[src/rtl/mandel_coord_gen_if.sv]
// rtl/mandel_coord_gen_if.sv - coordinate stream from generator to Mandelbrot iterator
interface mandel_coord_gen_if #(
    parameter int XW = 10,
    parameter int YW = 9
);
    logic [26:0]   out_c_r;
    logic [26:0]   out_c_i;
    logic [XW-1:0] pix_x;
    logic [YW-1:0] pix_y;
    logic          out_val;
    logic          out_rdy;

    modport master (
        output out_c_r, out_c_i, pix_x, pix_y, out_val,
        input  out_rdy
    );

    modport slave (
        input  out_c_r, out_c_i, pix_x, pix_y, out_val,
        output out_rdy
    );
endinterface

[src/rtl/mandel_coord_gen.sv]
// rtl/mandel_coord_gen.sv - raster-order Q4.23 coordinate generator; MANDEL_COORD_CONT_FRAME_EN enables continuous frames
module mandel_coord_gen #(
    parameter int H_RES = 640,
    parameter int V_RES = 480,
    parameter int XW    = $clog2(H_RES),
    parameter int YW    = $clog2(V_RES)
) (
    input  logic                      clk,
    input  logic                      reset,
    input  logic                      start,
    input  logic [26:0]               x_min,
    input  logic [26:0]               y_max,
    input  logic [26:0]               step,
    mandel_coord_gen_if.master        out_if,
    output logic                      busy,
    output logic                      frame_done
);
    localparam logic [XW-1:0] X_LAST = XW'(H_RES - 1);
    localparam logic [YW-1:0] Y_LAST = YW'(V_RES - 1);

    typedef enum logic [1:0] {S_IDLE, S_RUN, S_DONE} state_t;

    state_t        state_q, state_d;
    logic [26:0]   xmin_q, xmin_d;
    logic [26:0]   step_q, step_d;
    logic [26:0]   cr_q, cr_d;
    logic [26:0]   ci_q, ci_d;
    logic [XW-1:0] px_q, px_d;
    logic [YW-1:0] py_q, py_d;

    logic xfer;
    logic last_pix;
    logic load;

    assign xfer     = (state_q == S_RUN) && out_if.out_rdy;
    assign last_pix = (px_q == X_LAST) && (py_q == Y_LAST);

`ifdef MANDEL_COORD_CONT_FRAME_EN
    // The DONE cycle doubles as the load cycle of the next frame.
    assign load = ((state_q == S_IDLE) && start) || (state_q == S_DONE);
`else
    assign load = (state_q == S_IDLE) && start;
`endif

    always_ff @(posedge clk) begin
        if (reset) begin
            state_q <= S_IDLE;
        end else begin
            state_q <= state_d;
        end
    end

    always_comb begin
        state_d = state_q;
        case (state_q)
            S_IDLE: if (start) state_d = S_RUN;
            S_RUN:  if (xfer && last_pix) state_d = S_DONE;
`ifdef MANDEL_COORD_CONT_FRAME_EN
            S_DONE: state_d = S_RUN;
`else
            S_DONE: state_d = S_IDLE;
`endif
            default: state_d = S_IDLE;
        endcase
    end

    always_comb begin
        out_if.out_val = (state_q == S_RUN);
        frame_done     = (state_q == S_DONE);
`ifdef MANDEL_COORD_CONT_FRAME_EN
        busy           = (state_q == S_RUN) || (state_q == S_DONE);
`else
        busy           = (state_q == S_RUN);
`endif
    end

    // Row restart reloads the latched x_min so c_r never accumulates across rows.
    always_comb begin
        xmin_d = xmin_q;
        step_d = step_q;
        cr_d   = cr_q;
        ci_d   = ci_q;
        px_d   = px_q;
        py_d   = py_q;
        if (load) begin
            xmin_d = x_min;
            step_d = step;
            cr_d   = x_min;
            ci_d   = y_max;
            px_d   = '0;
            py_d   = '0;
        end else if (xfer && !last_pix) begin
            if (px_q == X_LAST) begin
                px_d = '0;
                py_d = py_q + 1'b1;
                cr_d = xmin_q;
                ci_d = ci_q - step_q;
            end else begin
                px_d = px_q + 1'b1;
                cr_d = cr_q + step_q;
            end
        end
    end

    always_ff @(posedge clk) begin
        if (reset) begin
            xmin_q <= '0;
            step_q <= '0;
            cr_q   <= '0;
            ci_q   <= '0;
            px_q   <= '0;
            py_q   <= '0;
        end else begin
            xmin_q <= xmin_d;
            step_q <= step_d;
            cr_q   <= cr_d;
            ci_q   <= ci_d;
            px_q   <= px_d;
            py_q   <= py_d;
        end
    end

    assign out_if.out_c_r = cr_q;
    assign out_if.out_c_i = ci_q;
    assign out_if.pix_x   = px_q;
    assign out_if.pix_y   = py_q;
endmodule

[src/flat_wrapper.sv]
// flat-port wrapper written by rule: the top's interface ports become plain ports
module mandel_coord_gen_flat 
#(
    parameter int H_RES = 640,
    parameter int V_RES = 480,
    parameter int XW    = $clog2(H_RES),
    parameter int YW    = $clog2(V_RES)
)
  (clk, reset, start, x_min, y_max, step, busy, frame_done, out_if_out_c_r, out_if_out_c_i, out_if_pix_x, out_if_pix_y, out_if_out_val, out_if_out_rdy);
  mandel_coord_gen_if #(.XW(XW), .YW(YW)) out_if_i ();
  input  logic clk;
  input  logic reset;
  input  logic start;
  input  logic [26:0] x_min;
  input  logic [26:0] y_max;
  input  logic [26:0] step;
  output logic busy;
  output logic frame_done;
  output wire logic [$bits(out_if_i.out_c_r)-1:0] out_if_out_c_r;
  output wire logic [$bits(out_if_i.out_c_i)-1:0] out_if_out_c_i;
  output wire logic [$bits(out_if_i.pix_x)-1:0] out_if_pix_x;
  output wire logic [$bits(out_if_i.pix_y)-1:0] out_if_pix_y;
  output wire logic [$bits(out_if_i.out_val)-1:0] out_if_out_val;
  input wire logic [$bits(out_if_i.out_rdy)-1:0] out_if_out_rdy;
  assign out_if_out_c_r = out_if_i.out_c_r;
  assign out_if_out_c_i = out_if_i.out_c_i;
  assign out_if_pix_x = out_if_i.pix_x;
  assign out_if_pix_y = out_if_i.pix_y;
  assign out_if_out_val = out_if_i.out_val;
  assign out_if_i.out_rdy = out_if_out_rdy;
  mandel_coord_gen #(.H_RES(H_RES), .V_RES(V_RES), .XW(XW), .YW(YW)) u_core (.clk(clk), .reset(reset), .start(start), .x_min(x_min), .y_max(y_max), .step(step), .out_if(out_if_i), .busy(busy), .frame_done(frame_done));
endmodule
[config.mk]
export PLATFORM = sky130hd
export DESIGN_NAME = mandel_coord_gen_flat
export DESIGN_NICKNAME = d
export VERILOG_FILES = /design/src/rtl/mandel_coord_gen_if.sv /design/src/rtl/mandel_coord_gen.sv /design/src/flat_wrapper.sv
export SDC_FILE = /design/constraint.sdc
export NUM_CORES = 1
export LEC_CHECK = 0
export CAP_MARGIN = 20
export CORE_UTILIZATION = 70
export CTS_CLUSTER_SIZE = 14
export DETAILED_ROUTE_END_ITERATION = 8
export DONT_BUFFER_PORTS = 1
export PLACE_DENSITY = 0.88
export SYNTH_ARGS = -nofsm -noshare
export SYNTH_HDL_FRONTEND = slang
export SYNTH_SLANG_ARGS = --single-unit
[constraint.sdc]
create_clock -name clk -period 6.1 [get_ports clk]
set_clock_uncertainty 0.05 [all_clocks]
set_input_delay 0.915 -clock clk [delete_from_list [all_inputs] [get_ports clk]]
set_output_delay 0.915 -clock clk [all_outputs]
set_load 0.01 [all_outputs]
==> results.ini, run 1 <==
[flow_run]
maxCapViolCount = 0

[routing]
drc = 0
vias = 7681
wl_mm = 22.1
drt_iter0_drc = 703
wl_per_cell_um = 18.9
via_per_inst = 6.57
drtAntennaViolNets = 0
drt-pass1-iter-count = 5

[die]
die_h_um = 109
core_region_area_um2 = 11000
dieArea_um2 = 11900
rows = 38
num_io_pins = 161
die_width_um = 109
start_util_pct = 72.8

[yosys]
syn-num-nets = 1193
ys_async_sr_fraction_pct = 0
yosysWarnings = 0
synth_top_flop_cell = dfxtp_1
netlist_area_um2 = 8000
syn_inst = 1052
yosysSeqAreaShare_pct = 32.3
ys_ff_latch = 129
ys_types = 74
synth-edff-count = 0
syn_area_per_cell_um2 = 7.60

[critical_path]
critical_path_class = reg -> reg
slowest_delay_ns = 0.70
cp_slowest_cell = nor2b_1
crit_top_cell = or3_1
crit_required_ns = 6.39
critPathArrivalTime_ns = 3.75
end_kind = flop
start_kind = flop
crit_fanout = 38
crit_chain = nor2b_1, nand2_1, or3_1, buf_4, nor2_1, nand3_1, or3_1, a21oi_1

[placement]
portBuffers = 0
placedInstanceArea_um2 = 8010
dp_hpwl_mm = 15.4
gp_congestion = 0.959

[global_routing]
grt_max_degree = 113
grt_use_total_pct = 37.9
grt_first_pass_wirelength_mm = 34.5
grt_antenna_before_repair = 0
overflow = 0
first_global_vias = 7072

[clock_network]
cts_buffer_depth = 2
clkTransAtPathRegs_ns = 0.06
cts_tree = yes
cts-buffers-inserted = 17
cts_max_level = 4
clock_insertion_delay_worst_skew_ns = 0.43
cts_hold_buf = 0
cts_sinks = 129
cts-root-buf = clkbuf_16
post_cts_buffers = 0
cts_resized = 0

[power]
p_leak_uw = 0.00351
peakVddDrop_uv = 275
power_per_cell_area_nw_per_um2 = 298
total_power_uw = 2570

[sta]
rsz0062_at_grt = false
setup_viol = 0
finalCritPeriodShare_pct = 56.7
report.final.slew_viol_count = 0
finalSetupTns_ns = 0
max_freq_mhz = 289
worstMarginPinSlew_ns = 0.942
slew_headroom_pct = 37.2
hold_violations = 0
min_period_ns = 3.46

[finish]
fin_nets = 1158
fillCellCount = 774
fin_area_um2 = 8620
drive_gt1_share_pct = 6.03
area_delta_synth_final_pct = 7.73
antenna_cells = 0

[outcome]
outcome = completed

[worst_hold_path]
hp-class = reg -> reg

-- final cells by class --
| cell class | instances | area (um^2) | share of cell area [%] |
|---|---|---|---|
| clock buffer | 21 | 470 | 5.46 |
| tap | 140 | 175 | 2.03 |
| timing repair buffer | 7 | 52.6 | 0.610 |
| clock inverter | 10 | 134 | 1.55 |
| multi-input combinational | 828 | 5070 | 58.9 |
| inverter | 34 | 128 | 1.48 |
| sequential | 129 | 2580 | 30.0 |
-- power by group --
part           switching, uW  leakage, uW  internal, uW
sequential              74.0      0.00106           897
clock                    370     0.000295           669
combinational            336      0.00215           221
-- synth_stat cells, types with 11 or more instances --
| cell | n | area share (%) |
|---|---|---|
| inv_1 | 34 | 1.6 |
| a21oi_1 | 128 | 8.0 |
| nor3_1 | 21 | 1.3 |
| xor2_1 | 30 | 3.3 |
| o211ai_1 | 13 | 1.2 |
| a21o_1 | 28 | 2.6 |
| dfxtp_1 | 129 | 32 |
| ha_1 | 54 | 8.4 |
| nand3_1 | 23 | 1.4 |
| a31oi_1 | 17 | 1.3 |
| a211oi_1 | 13 | 1.2 |
| clkbuf_1 | 54 | 2.5 |
| nand2_1 | 195 | 9.2 |
| o21ai_0 | 43 | 2.7 |
| o21ai_1 | 11 | 0.69 |
| nor2_1 | 94 | 4.4 |
| xnor2_1 | 25 | 2.7 |
-- worst paths after layout --
kind	from	end	slack [ns]	cells past startpoint
setup reg to reg	u_core.state_q[0]$_SDFFE_PP0P_	u_core.out_if.pix_y[8]$_SDFFE_PP0P_	2.64	8
hold / removal	u_core.xmin_q[18]$_SDFFE_PP0P_	u_core.xmin_q[18]$_SDFFE_PP0P_	0.40	2
hold reg to reg	u_core.xmin_q[18]$_SDFFE_PP0P_	u_core.xmin_q[18]$_SDFFE_PP0P_	0.40	2
setup / recovery	u_core.state_q[0]$_SDFFE_PP0P_	u_core.out_if.pix_y[8]$_SDFFE_PP0P_	2.64	8
-- per-stage QoR --
stage               hold slack, ns  worst slack [ns]  std cells  utilization (%)
global placement             0.384              2.81       1138             72.9
global route                 0.423              2.43       1169             78.4
detailed placement           0.390              2.71       1138             72.9
CTS                          0.395              2.70       1169             78.4
finish                       0.403              2.64       1169             78.4
floorplan                    0.382              3.37       1052                -
-- sequential cells by signal (all words and copies together) (netlist names) --
signal                 cells
u_core.out_if.out_c_r     27
u_core.step_q             27
u_core.state_q             2
u_core.out_if.pix_y        9
u_core.xmin_q             27
u_core.out_if.out_c_i     27
u_core.out_if.pix_x       10
-- layer usage --
layer / vias up / global-route usage [%] / part of all wire (%)
li1: 3682 / - / -
met1: 3585 / 46.8 / 42
met2: 353 / 59.3 / 46
met3: 61 / 10.8 / 8.9
met4: 0 / 20.8 / 3.8
met5: - / 0 / 0
-- cells by family after synthesis --
family / count (synthesis) / share of synthesized area [%]
simple gates: 387 / 21.0
xor+xnor: 55 / 6.02
buf+inv: 95 / 4.52
fa+ha+maj: 56 / 8.95
flops: 129 / 32.3
compound gates: 327 / 26.9
mux: 3 / 0.391
-- critical path: cells and delay by family (launching register included) --
kind                   cells  cell delay (ns)
DFF                        1             0.47
and+or+nand+nor            6             2.41
AOI/OAI and AO/OA          1             0.14
buffers and inverters      1             0.27
-- cells in the final DEF, fill, tap and decap left out, drive strengths merged, types with 4 or more instances in the layout --
| cell | n |
|---|---|
| nand2 | 196 |
| dfxtp | 129 |
| a21oi | 129 |
| nor2 | 94 |
| ha | 54 |
| o21ai | 54 |
| inv | 34 |
| xor2 | 30 |
| a21o | 28 |
| xnor2 | 25 |
| nand3 | 23 |
| nor3 | 22 |
| clkbuf | 21 |
| a31oi | 17 |
| o211ai | 14 |
| a211oi | 13 |
| nand4 | 10 |
| and3 | 10 |
| a311oi | 10 |
| or3 | 7 |
| buf | 7 |
| nor2b | 7 |
| o221ai | 7 |
| a2111oi | 6 |
| o21a | 5 |
| a211o | 5 |
| nand2b | 5 |
| clkinv | 5 |
| o31ai | 5 |
| and2 | 4 |
Note: power is estimated with default switching activity, not from simulation.
==> run 2: changes to the inputs <==
CORE_UTILIZATION = 58   (was 70)
PLACE_DENSITY = 0.78   (was 0.88)
clock period = 2.83 ns   (was 6.1 ns; I/O delays follow)
==> run 2 against run 1 <==
Against the previous run:
- global-route usage down 6.4 points
- largest cell class unchanged
- routed wire length up 0.68%
- setup slack worse by 2.5 ns
- sequential cell count unchanged
- core utilization down 11 points
- power up 120%
- critical endpoint is now u_core.out_if.out_c_i[26]$_SDFFE_PP0P_
- die area up 20%
- final area up 5.2%
- via count down 1.0%
- critical path type unchanged
- highest routed layer unchanged
- sequential power up 110%
==> results.ini, run 2 (same netlist as run 1, synthesis figures left out) <==
[die]
die_h_um = 119
start_util_pct = 59.9
dieArea_um2 = 14300
die_width_um = 119
num_io_pins = 161
core_region_area_um2 = 13300
rows = 42

[finish]
fillCellCount = 1152
antenna_cells = 0
area_delta_synth_final_pct = 13.3
drive_gt1_share_pct = 10.9
final_common_cell = nand2_1
layout_common_cells = nand2_1, dfxtp_1, a21oi_1
fin_nets = 1196
utilization_pct = 67.9
fin_area_um2 = 9060

[power]
clkPwrFrac_pct = 39.6
power.switching_uw = 1710
p_comb_share_pct = 23.3
intPower_uw = 3880
switching_share_pct = 30.5
power_per_cell_area_nw_per_um2 = 617
p_leak_uw = 0.00371
peakVddDrop_uv = 382
p_seq_share_pct = 37.2

[clock_network]
cts_tree = yes
cts_sinks = 129
clkTransAtPathRegs_ns = 0.06
cts_max_level = 4
cts_buffer_depth = 2
clock_insertion_delay_worst_skew_ns = 0.42
cts-root-buf = clkbuf_16
cts-buffers-inserted = 17

[sta]
min_period_ns = 2.72
slew_headroom_pct = 56.6
setup_viol = 0
worstMarginPinSlew_ns = 0.651
finalCritPeriodShare_pct = 96.2
hold_violations = 0
max_freq_mhz = 367
report.final.slew_viol_count = 0

[outcome]
outcome = completed

[routing]
drtAntennaViolNets = 0
wl_per_cell_um = 17.9
via_per_inst = 6.12
drc = 0
drt_iter0_drc = 574
vias = 7603
drt-pass1-iter-count = 6
wl_mm = 22.2

[critical_path]
critical_path_class = reg -> reg
start_kind = flop
r2r-end = u_core.out_if.out_c_i[26]$_SDFFE_PP0P_
r2r-start = u_core.step_q[5]$_SDFFE_PP0P_
reg2reg_depth = 11
crit_required_ns = 3.13
critPathLaunch = u_core.step_q[5]$_SDFFE_PP0P_
end_kind = flop
crit_fanout = 7
crit_end = u_core.out_if.out_c_i[26]$_SDFFE_PP0P_
critPathArrivalTime_ns = 3.03
rrSetupSlack_ns = 0.11

[global_routing]
grt_antenna_before_repair = 0
grt_max_degree = 113
overflow = 0
grt_first_pass_wirelength_mm = 35.3
first_global_vias = 7079
grt_use_total_pct = 31.4

[worst_hold_path]
hp-class = in -> reg

[flow_run]
maxCapViolCount = 0

[placement]
gp_congestion = 0.936
placedInstanceArea_um2 = 8360
dp_hpwl_mm = 16.1
portBuffers = 0

-- run 2: cell types whose count changed in the layout (fill, tap and decap cells not counted), sizes merged --
| cell | before | now |
|---|---|---|
| buf | 7 | 44 |
| clkinv | 5 | 6 |
| clkbuf | 21 | 20 |
| dlygate4sd3 | 0 | 1 |
-- run 2: per-stage QoR --
step	std cells	hold slack [ns]	total power, uW	setup WS, ns	setup TNS (ns)
detailed placement	1208	0.391	3340	-0.0810	-0.0810
global route	1243	0.00589	5860	-0.0508	-0.0696
floorplan	1052	0.382	3040	0.0952	0
global placement	1208	0.382	3320	0.0742	0
finish	1243	0.0220	5590	0.106	0
CTS	1239	0.00391	5550	0.0229	0
-- run 2: layout make-up --
| type | instances | area, um^2 | share of cell area (%) |
|---|---|---|---|
| multi-input cells | 828 | 5150 | 56.9 |
| flip-flops and latches | 129 | 2580 | 28.5 |
| clock buffers | 20 | 447 | 4.93 |
| repair buffers | 45 | 390 | 4.31 |
| well taps | 176 | 220 | 2.43 |
| clock inverters | 11 | 139 | 1.53 |
| inverters | 34 | 128 | 1.41 |
-- run 2: worst min path at each step --
| stage | start | end | slack (ns) | cells past startpoint |
|---|---|---|---|---|
| after global placement | u_core.xmin_q[17]$_SDFFE_PP0P_ | u_core.xmin_q[17]$_SDFFE_PP0P_ | 0.38 | 2 |
| after floorplan | u_core.xmin_q[17]$_SDFFE_PP0P_ | u_core.xmin_q[17]$_SDFFE_PP0P_ | 0.38 | 2 |
| final | reset | u_core.xmin_q[19]$_SDFFE_PP0P_ | 0.02 | 1 |
| after global routing | reset | u_core.xmin_q[19]$_SDFFE_PP0P_ | 0.006 | 1 |
| after CTS | reset | u_core.xmin_q[23]$_SDFFE_PP0P_ | 0.004 | 1 |
| after detailed placement | u_core.xmin_q[26]$_SDFFE_PP0P_ | u_core.xmin_q[26]$_SDFFE_PP0P_ | 0.39 | 2 |
-- run 2: power groups by stage --
stage | Sequential [uW] | Combinational, uW | Clock (uW)
after floorplan | 2080 | 963 | 0
after global placement | 2110 | 1210 | 0
after detailed placement | 2110 | 1230 | 0
after CTS | 2080 | 1250 | 2220
after global routing | 2090 | 1450 | 2320
final | 2080 | 1300 | 2210
-- run 2: worst max-delay path: stages (launching register included) --
cell      delay (ns)
dfxtp_1         0.36
inv_1           0.06
ha_1            0.39
nand3_1         0.13
o211ai_2        0.22
nand3_1         0.17
a31oi_2         0.25
o21ai_1         0.13
o31ai_2         0.32
xor2_1          0.13
or3_1           0.32
a31oi_1         0.12
-- run 2: metal layers --
| layer | track usage [%] | part of all wire (%) | vias up |
|---|---|---|---|
| met4 | 14.1 | 2.4 | 0 |
| met2 | 53.2 | 49 | 252 |
| met1 | 37.3 | 41 | 3553 |
| met3 | 8.09 | 7.3 | 43 |
| met5 | 0 | 0 | - |
| li1 | - | - | 3755 |
-- run 2: timing repair --
action | 4_1_cts | 5_1_grt
gates resized for setup | 4 | 17
endpoints found under the setup margin | 4 | 18
hold buffers | 0 | 1
hold endpoints to repair | 0 | 1
setup buffers | 0 | 3
pin swaps | 0 | 16
